### config.mk
export PLATFORM = sky130hd
export DESIGN_NAME = alu_cmd_sequencer_flat
export DESIGN_NICKNAME = d
export VERILOG_FILES = /design/src/rtl/alu_cmd_sequencer_if.sv /design/src/rtl/alu_cmd_sequencer.sv /design/src/flat_wrapper.sv
export SDC_FILE = /design/constraint.sdc
export NUM_CORES = 1
export LEC_CHECK = 0
export ABC_AREA = 1
export CORE_ASPECT_RATIO = 0.6
export CORE_MARGIN = 2
export CORE_UTILIZATION = 47
export CTS_BUF_LIST = sky130_fd_sc_hd__clkbuf_8
export CTS_CLUSTER_DIAMETER = 40
export DETAILED_ROUTE_END_ITERATION = 12
export PLACE_DENSITY = 0.87
export REMOVE_ABC_BUFFERS = 1
export SLEW_MARGIN = 20
export SYNTH_ARGS = -nofsm -noshare
export SYNTH_HDL_FRONTEND = slang
export SYNTH_SLANG_ARGS = --single-unit
### constraint.sdc
create_clock -name clock -period 2.95 [get_ports clock]
set_input_delay 0.59 -clock clock [delete_from_list [all_inputs] [get_ports clock]]
set_output_delay 0.59 -clock clock [all_outputs]
set_load 0.03 [all_outputs]
### src/rtl/alu_cmd_sequencer_if.sv
// alu_cmd_sequencer_if: command, ALU-drive and result buses of the sequencer; master = environment, slave = sequencer
interface alu_cmd_sequencer_if #(parameter int CNT_W = 8);
    logic             cmd_valid;
    logic             cmd_ready;
    logic [2:0]       cmd_key;
    logic [3:0]       cmd_a;
    logic [3:0]       cmd_b;
    logic             cmd_chain;
    logic [2:0]       alu_key;
    logic [3:0]       alu_a;
    logic [3:0]       alu_b;
    logic [7:0]       alu_result;
    logic             res_valid;
    logic             res_ready;
    logic [7:0]       res_data;
    logic [2:0]       res_key;
    logic [CNT_W-1:0] op_count;
    logic             busy;
    modport slave (
        input  cmd_valid, cmd_key, cmd_a, cmd_b, cmd_chain, alu_result, res_ready,
        output cmd_ready, alu_key, alu_a, alu_b, res_valid, res_data, res_key, op_count, busy
    );
    modport master (
        output cmd_valid, cmd_key, cmd_a, cmd_b, cmd_chain, alu_result, res_ready,
        input  cmd_ready, alu_key, alu_a, alu_b, res_valid, res_data, res_key, op_count, busy
    );
endinterface

### src/rtl/alu_cmd_sequencer.sv
// alu_cmd_sequencer: IDLE/EXEC/DONE sequencer; ports clock, reset, bus (cmd in, registered ALU drive, result out, op_count, busy)
module alu_cmd_sequencer #(
    parameter int CNT_W = 8
) (
    input  logic                clock,
    input  logic                reset,
    alu_cmd_sequencer_if.slave  bus
);
    typedef enum logic [1:0] {IDLE, EXEC, DONE} state_t;
    state_t           state_q, state_d;
    logic [2:0]       alu_key_q, alu_key_d, res_key_q, res_key_d;
    logic [3:0]       alu_a_q, alu_a_d, alu_b_q, alu_b_d;
    logic [7:0]       res_data_q, res_data_d, last_res_q, last_res_d;
    logic [CNT_W-1:0] op_count_q, op_count_d;
    always_comb begin
        state_d    = state_q;
        alu_key_d  = alu_key_q;
        alu_a_d    = alu_a_q;
        alu_b_d    = alu_b_q;
        res_data_d = res_data_q;
        res_key_d  = res_key_q;
        last_res_d = last_res_q;
        op_count_d = op_count_q;
        unique case (state_q)
            IDLE: if (bus.cmd_valid) begin
                alu_key_d = bus.cmd_key;
                alu_a_d   = bus.cmd_a;
                alu_b_d   = bus.cmd_chain ? last_res_q[3:0] : bus.cmd_b;
                state_d   = EXEC;
            end
            EXEC: begin
                res_data_d = bus.alu_result;
                res_key_d  = alu_key_q;
                last_res_d = bus.alu_result;
                state_d    = DONE;
            end
            DONE: if (bus.res_ready) begin
                op_count_d = op_count_q + 1'b1;
                state_d    = IDLE;
            end
            default: state_d = IDLE;
        endcase
    end
    always_ff @(posedge clock) begin
        if (reset) begin
            state_q    <= IDLE;
            alu_key_q  <= '0;
            alu_a_q    <= '0;
            alu_b_q    <= '0;
            res_data_q <= '0;
            res_key_q  <= '0;
            last_res_q <= '0;
            op_count_q <= '0;
        end else begin
            state_q    <= state_d;
            alu_key_q  <= alu_key_d;
            alu_a_q    <= alu_a_d;
            alu_b_q    <= alu_b_d;
            res_data_q <= res_data_d;
            res_key_q  <= res_key_d;
            last_res_q <= last_res_d;
            op_count_q <= op_count_d;
        end
    end
    assign bus.cmd_ready = state_q == IDLE;
    assign bus.res_valid = state_q == DONE;
    assign bus.busy      = state_q != IDLE;
    assign bus.alu_key   = alu_key_q;
    assign bus.alu_a     = alu_a_q;
    assign bus.alu_b     = alu_b_q;
    assign bus.res_data  = res_data_q;
    assign bus.res_key   = res_key_q;
    assign bus.op_count  = op_count_q;
endmodule
### src/flat_wrapper.sv
// flat-port wrapper written by rule: the top's interface ports become plain ports
module alu_cmd_sequencer_flat 
#(
    parameter int CNT_W = 8
)
  (clock, reset, bus_cmd_valid, bus_cmd_key, bus_cmd_a, bus_cmd_b, bus_cmd_chain, bus_alu_result, bus_res_ready, bus_cmd_ready, bus_alu_key, bus_alu_a, bus_alu_b, bus_res_valid, bus_res_data, bus_res_key, bus_op_count, bus_busy);
  alu_cmd_sequencer_if #(.CNT_W(CNT_W)) bus_i ();
  input  logic clock;
  input  logic reset;
  input wire logic [$bits(bus_i.cmd_valid)-1:0] bus_cmd_valid;
  input wire logic [$bits(bus_i.cmd_key)-1:0] bus_cmd_key;
  input wire logic [$bits(bus_i.cmd_a)-1:0] bus_cmd_a;
  input wire logic [$bits(bus_i.cmd_b)-1:0] bus_cmd_b;
  input wire logic [$bits(bus_i.cmd_chain)-1:0] bus_cmd_chain;
  input wire logic [$bits(bus_i.alu_result)-1:0] bus_alu_result;
  input wire logic [$bits(bus_i.res_ready)-1:0] bus_res_ready;
  output wire logic [$bits(bus_i.cmd_ready)-1:0] bus_cmd_ready;
  output wire logic [$bits(bus_i.alu_key)-1:0] bus_alu_key;
  output wire logic [$bits(bus_i.alu_a)-1:0] bus_alu_a;
  output wire logic [$bits(bus_i.alu_b)-1:0] bus_alu_b;
  output wire logic [$bits(bus_i.res_valid)-1:0] bus_res_valid;
  output wire logic [$bits(bus_i.res_data)-1:0] bus_res_data;
  output wire logic [$bits(bus_i.res_key)-1:0] bus_res_key;
  output wire logic [$bits(bus_i.op_count)-1:0] bus_op_count;
  output wire logic [$bits(bus_i.busy)-1:0] bus_busy;
  assign bus_i.cmd_valid = bus_cmd_valid;
  assign bus_i.cmd_key = bus_cmd_key;
  assign bus_i.cmd_a = bus_cmd_a;
  assign bus_i.cmd_b = bus_cmd_b;
  assign bus_i.cmd_chain = bus_cmd_chain;
  assign bus_i.alu_result = bus_alu_result;
  assign bus_i.res_ready = bus_res_ready;
  assign bus_cmd_ready = bus_i.cmd_ready;
  assign bus_alu_key = bus_i.alu_key;
  assign bus_alu_a = bus_i.alu_a;
  assign bus_alu_b = bus_i.alu_b;
  assign bus_res_valid = bus_i.res_valid;
  assign bus_res_data = bus_i.res_data;
  assign bus_res_key = bus_i.res_key;
  assign bus_op_count = bus_i.op_count;
  assign bus_busy = bus_i.busy;
  alu_cmd_sequencer #(.CNT_W(CNT_W)) u_core (.clock(clock), .reset(reset), .bus(bus_i));
endmodule
== Yosys cells after proc, flatten, opt, wreduce, memory -nomap -nowiden ==
Cells that the tools add are included.

* Input port bits: 24
* Register bits after elaboration: 32
* Word-level logic and storage cells: 21
* Output and inout port bits: 33

* $add $sub $neg: 1
* Equality and inequality tests: 4
* Multiplexer cells: 4
* Reductions and logical operators: 5

{| class="wikitable"
|+ Operators by type and width
! cell !! number
|-
| $add A8 B1 Y8 const B || 1
|-
| $pmux W2 S3 || 1
|-
| $reduce_and A2 Y1 || 3
|-
| $mux W2 || 2
|-
| $mux W4 || 1
|-
| $ne A2 B2 Y1 const B || 2
|-
| $eq A2 B1 Y1 const B || 1
|-
| $eq A2 B2 Y1 const B || 1
|-
| $logic_not A2 Y1 || 1
|-
| $reduce_bool A2 Y1 || 1
|}

== Longest topological paths before layout ==
Gate-level depths: netlist (run 1).

* Depth after elaboration: 3
* Mapped depth: 6
* Depth with buffers taken out: 6

== Worst setup path after synthesis (run 1) ==
No wires, ideal clock.

* Kind: reg-to-output
* Start: register u_core.state_q[1]
* End: output port bus_res_valid
* Data required time: 2360 ps
* Path buffers: 0
* Arrival time: 934 ps
* Setup slack: 1426 ps
* Cell stages (with the launch flop): 3
* Path through: dfxtp_1 > inv_1 > nor2_1

* Word-level cells in the longest chain between the ends: 1

{| class="wikitable"
|+ RTL lines
! element !! RTL line !! source
|-
| start, declared || alu_cmd_sequencer.sv:10 || <nowiki>state_t state_q, state_d;</nowiki>
|-
| start signal, assigned || alu_cmd_sequencer.sv:55 || <nowiki>state_q <= state_d;</nowiki>
|-
| $eq A2 B2 Y1 || alu_cmd_sequencer.sv:66 || <nowiki>assign bus.res_valid = state_q == DONE;</nowiki>
|-
| end, declared || flat_wrapper.sv:21 || <nowiki>output wire logic [$bits(bus_i.res_valid)-1:0] bus_res_valid;</nowiki>
|}

Every way passes these cells.

== Final worst setup path (run 1) ==
Ends and elaborated chain as after synthesis.

==> results_dict.tcl, run 1 <==
set metrics [dict create \
    syn_to_final_growth_pct 49.1 \
    crit_fanout 4 \
    met1Wirelength_um 1640 \
    io_buffer_count 56 \
    grt_start_max_net_pins 24 \
    cts_buffers 5 \
    slowest_delay_ns 0.69 \
    skew_ns 0.00924 \
    cp.arrival_ns 1.64 \
    gp_congestion 0.864 \
    path_clk_slew_ns 0.07 \
    clock_latency_ns 0.29 \
    ys_warn_count 0 \
    p_switching_uw 315 \
    avgSynthCellArea_sq_um 7.76 \
    grt_pass1_vias 1248 \
    drive_above_1_share 0.109 \
    cts_tree "done" \
    holdWs_ns 0.485 \
    dr_wl_met2_um 1730 \
    cts_resized 0 \
    core_sq_um 2610 \
    viasPerCell 5.19 \
    status "complete, no violations" \
    syn_area_sq_um 1340 \
    rsz0062_at_grt "no" \
    dp_cells 254 \
    fin_crit_ns 2.23 \
    seqPwrFrac 0.428 \
    drtAntennaViolNets 0 \
    layout_commonest_cell "clkdlybuf4s50_1" \
    routedWlPerCell_um 14.4 \
    clkSinkCount 32 \
    first_pass_iters 4 \
    setup_viol 0 \
    drc_errors 0 \
    hold_viol_final 0 \
    path_buf_inv 2 \
    min_path_type "register to register" \
    ys_seq_area_frac 0.477 \
    reg2reg_setup_slack_ns 1.50 \
    post-cts-setup-buffers 0 \
    diodes 0 \
    stdcell_count 262 \
    grt_pass1_wl_um 5910 \
    hpwl_um 2670 \
    fillers 176 \
    mostFrequentLayoutCells "56 x clkdlybuf4s50_1, 47 x nor2_1, 32 x dfxtp_1, 24 x nand2_1, 16 x o21ai_0" \
    overflow 0 \
    combPwrFrac 0.192 \
    dr.first_iter.drc_count 120 \
    ff_latch_area_sq_um 641 \
    crit_required_ns 2.36 \
    power_frac_clock 0.380 \
    irDropWorstVdd_mv 0.289 \
    fin_crit_sh 0.757 \
    timing.slew.headroom 0.605 \
    antenna_found_initial 0 \
    vias 1360 \
    endpoint_kind "primary output" \
    htreeDepth 2 \
    routed_wirelength_um 3770 \
    p_sw_frac 0.283 \
    clock_path_buffers 2 \
    drv_slew 0 \
    p_leak_nw 0.846 \
    die_area_sq_um 3310 \
    multi_input_area_sq_um 597 \
    postLayoutCellArea_sq_um 2000 \
    rows 14 \
    max-cap-violations 0 \
    critical_path.top_delay_family "buffers and inverters" \
    die_w_um 73 \
    hold_buffers 0 \
    initial_utilization 0.514 \
    cts-root-buf "clkbuf_8" \
    start_kind "register" \
    clock.fmax_mhz 448 \
    slowest_stage "clkdlybuf4s50_1" \
    top_layer "met4" \
    grt_usage 0.243 \
    ys_seq_elements 32 \
    syn_inst 173 \
    p_per_area_nw_per_um2 556 \
    path_class "register to primary output" \
    dpl_cell_area_sq_um 1890 \
    p_int_uw 798 \
    tns_ns 0 \
    wl_met3_um 339 \
    ys_types 21 \
    dieHeight_um 45.4 \
    nets 254 \
    worstMarginPinSlew_ns 0.592 \
    crit_chain "inv_1 -> nor2_1 -> clkdlybuf4s50_1" \
    num_io_pins 57 \
]
[synthesized netlist by cell type, drive strengths merged]
| master | instances | area share |
|---|---|---|
| ha | 1 | 0.0093 |
| a21oi | 10 | 0.051 |
| nand3 | 6 | 0.032 |
| o21ai | 22 | 0.082 |
| nand2 | 28 | 0.089 |
| inv | 14 | 0.039 |
| buf | 7 | 0.039 |
| nor2 | 51 | 0.17 |
| dfxtp | 32 | 0.48 |
| xor2 | 2 | 0.013 |
[per-layer routing]
metal	track usage	up-vias
li1	-	654
met1	0.308	609
met2	0.395	88
met3	0.0686	9
met4	0.107	0
met5	0	-
[power by group through the flow]
stage               clock (mW)  sequential (mW)  combinational (mW)
global route             0.437            0.479               0.228
detailed placement           0            0.485               0.212
floorplan                    0            0.528              0.0626
finish                   0.423            0.476               0.214
global placement             0            0.483               0.204
CTS                      0.424            0.475               0.213
[worst reg2reg max path, delay by kind of cell (launching register included)]
family | cells | cell delay [ns]
AND/OR/NAND/NOR | 3 | 0.61
flip-flops | 1 | 0.41
buffers and inverters | 2 | 0.31
[kinds of logic (layout without fill, tap and decap cells)]
logic type	after synthesis	after routing	synth area share
flip-flops	32	32	0.477
adder cells (fa/ha/maj)	1	1	0.00932
AO/OA/AOI/OAI	32	32	0.133
AND/OR/NAND/NOR	85	85	0.289
XOR/XNOR	2	2	0.0130
buffers and inverters	21	78	0.0783
[flip-flops by register name, summed over array words and instances, names as in the netlist]
name / count
u_core.bus.alu_a: 4
u_core.bus.res_data: 8
u_core.bus.res_key: 3
u_core.state_q: 2
u_core.bus.alu_key: 3
u_core.bus.alu_b: 4
u_core.bus.op_count: 8
[final cells by class]
| cell class | instances | share of cell area |
|---|---|---|
| Clock inverter | 3 | 0.0212 |
| Clock buffer | 5 | 0.0344 |
| Inverter | 14 | 0.0263 |
| Timing Repair Buffer | 56 | 0.280 |
| Tap cell | 32 | 0.0200 |
| Sequential cell | 32 | 0.320 |
| Multi-Input combinational cell | 120 | 0.298 |
[path summary, 6_finish.rpt]
kind,startpoint,endpoint,cells after the start
max,u_core.state_q[1],bus_res_valid,3
min,u_core.bus.alu_b[0],u_core.bus.alu_b[0],2
max reg2reg,u_core.state_q[0],u_core.bus.res_data[1],5
min reg2reg,u_core.bus.alu_b[0],u_core.bus.alu_b[0],2
[stage by stage]
step	util	total power, mW	worst slack [ns]
6_report	0.767	1.11	0.716
5_1_grt	0.767	1.14	0.615
4_1_cts	0.767	1.11	0.704
3_5_place_dp	0.724	0.696	0.763
3_3_place_gp	0.724	0.687	0.894
2_1_floorplan	-	0.590	1.43
No activity file was read; power rests on OpenSTA's default activity.
==> run 2, diff against run 1 <==
- CORE_UTILIZATION: 47 -> 43
- PLACE_DENSITY: 0.87 -> 0.81
- clock period: 2.95 -> 2.31 ns (I/O delays scaled with it)
==> results_dict.tcl, run 2 (synthesis gave the netlist of run 1 again) <==
set metrics [dict create \
    hpwl_um 2340 \
    cts_tree "done" \
    layout_commonest_cell "clkdlybuf4s50_1" \
    gp_congestion 0.834 \
    drive_above_1_share 0.113 \
    endpoint_kind "primary output" \
    grt_usage 0.191 \
    io_buffer_count 56 \
    worstMarginPinSlew_ns 0.627 \
    crit_required_ns 1.85 \
    start_kind "register" \
    path_clk_slew_ns 0.07 \
    p_per_area_nw_per_um2 694 \
    post-cts-setup-buffers 0 \
    nets 255 \
    drv_slew 0 \
    vias 1266 \
    dr.first_iter.drc_count 50 \
    viasPerCell 4.64 \
    hold_viol_final 0 \
    routedWlPerCell_um 11.8 \
    status "complete, no violations" \
    timing.slew.headroom 0.582 \
    tns_ns 0 \
    irDropWorstVdd_mv 0.404 \
    initial_utilization 0.459 \
    clock_path_buffers 2 \
    die_w_um 76.1 \
    die_area_sq_um 3600 \
    routed_wirelength_um 3220 \
    skew_ns 0.00328 \
    drtAntennaViolNets 0 \
    cts_buffers 5 \
    path_class "register to primary output" \
    min_path_type "register to register" \
    first_pass_iters 5 \
    dieHeight_um 47.3 \
    grt_start_max_net_pins 24 \
    clkSinkCount 32 \
    rows 15 \
    num_io_pins 57 \
    setup_viol 0 \
    fin_crit_ns 2.10 \
    final_util 0.691 \
    core_sq_um 2930 \
    antenna_found_initial 0 \
    max-cap-violations 0 \
    grt_pass1_vias 1127 \
    crit_fanout 4 \
    htreeDepth 2 \
    grt_pass1_wl_um 5190 \
    syn_to_final_growth_pct 50.6 \
    mostFrequentLayoutCells "56 x clkdlybuf4s50_1, 47 x nor2_1, 32 x dfxtp_1, 24 x nand2_1, 16 x o21ai_0" \
    hold_buffers 0 \
    drc_errors 0 \
    clock.fmax_mhz 476 \
    overflow 0 \
    rsz0062_at_grt "no" \
    cp.arrival_ns 1.64 \
    diodes 0 \
    cts_resized 0 \
    cts-root-buf "clkbuf_8" \
    p_leak_nw 0.851 \
    fin_crit_sh 0.909 \
    clock_latency_ns 0.28 \
]
[run 2: critical path, stage by stage (launching register included)]
cell,delay [ns]
dfxtp_1,0.47
inv_1,0.07
nor2_1,0.13
clkdlybuf4s50_1,0.69
[run 2: layer usage]
| metal | track usage | vias up | routed length, um |
|---|---|---|---|
| met1 | 0.252 | 553 | 1620 |
| li1 | - | 655 | - |
| met4 | 0.0764 | 0 | 42 |
| met3 | 0.0654 | 6 | 208 |
| met5 | 0 | - | 0 |
| met2 | 0.298 | 52 | 1360 |
[run 2: power by group]
group	total [mW]	internal (mW)	switching [mW]
combinational	0.267	0.118	0.150
sequential	0.606	0.584	0.0222
clock	0.529	0.319	0.210
total	1.40	1.02	0.382
[run 2: cell type report]
class	instances	area, sq um
clock buffers	5	68.8
clock inverters	3	42.5
fillers	266	906
inverters	14	52.6
multi-input cells	120	597
flip-flops and latches	32	641
well taps	42	52.6
repair buffers	57	568
[run 2: worst paths after layout]
kind,depth (start not counted),end,slack (ns),startpoint
setup reg to reg,5,u_core.bus.res_key[2],0.88,u_core.state_q[0]
hold / removal,2,u_core.bus.alu_b[3],0.48,u_core.bus.alu_b[3]
setup / recovery,3,bus_res_valid,0.21,u_core.state_q[1]
hold reg to reg,2,u_core.bus.alu_b[3],0.48,u_core.bus.alu_b[3]
[run 2: per-stage QoR]
| step | hold WS, ns | cell area, sq um | setup WS (ns) | std cells | total power, mW |
|---|---|---|---|---|---|
| floorplan | 0.524 | 1290 | 0.914 | 166 | 0.754 |
| global placement | 0.463 | 1910 | 0.548 | 265 | 0.881 |
| detailed placement | 0.471 | 1910 | 0.511 | 265 | 0.885 |
| CTS | 0.483 | 2020 | 0.196 | 273 | 1.41 |
| global route | 0.506 | 2020 | 0.121 | 273 | 1.46 |
| finish | 0.482 | 2020 | 0.210 | 273 | 1.40 |
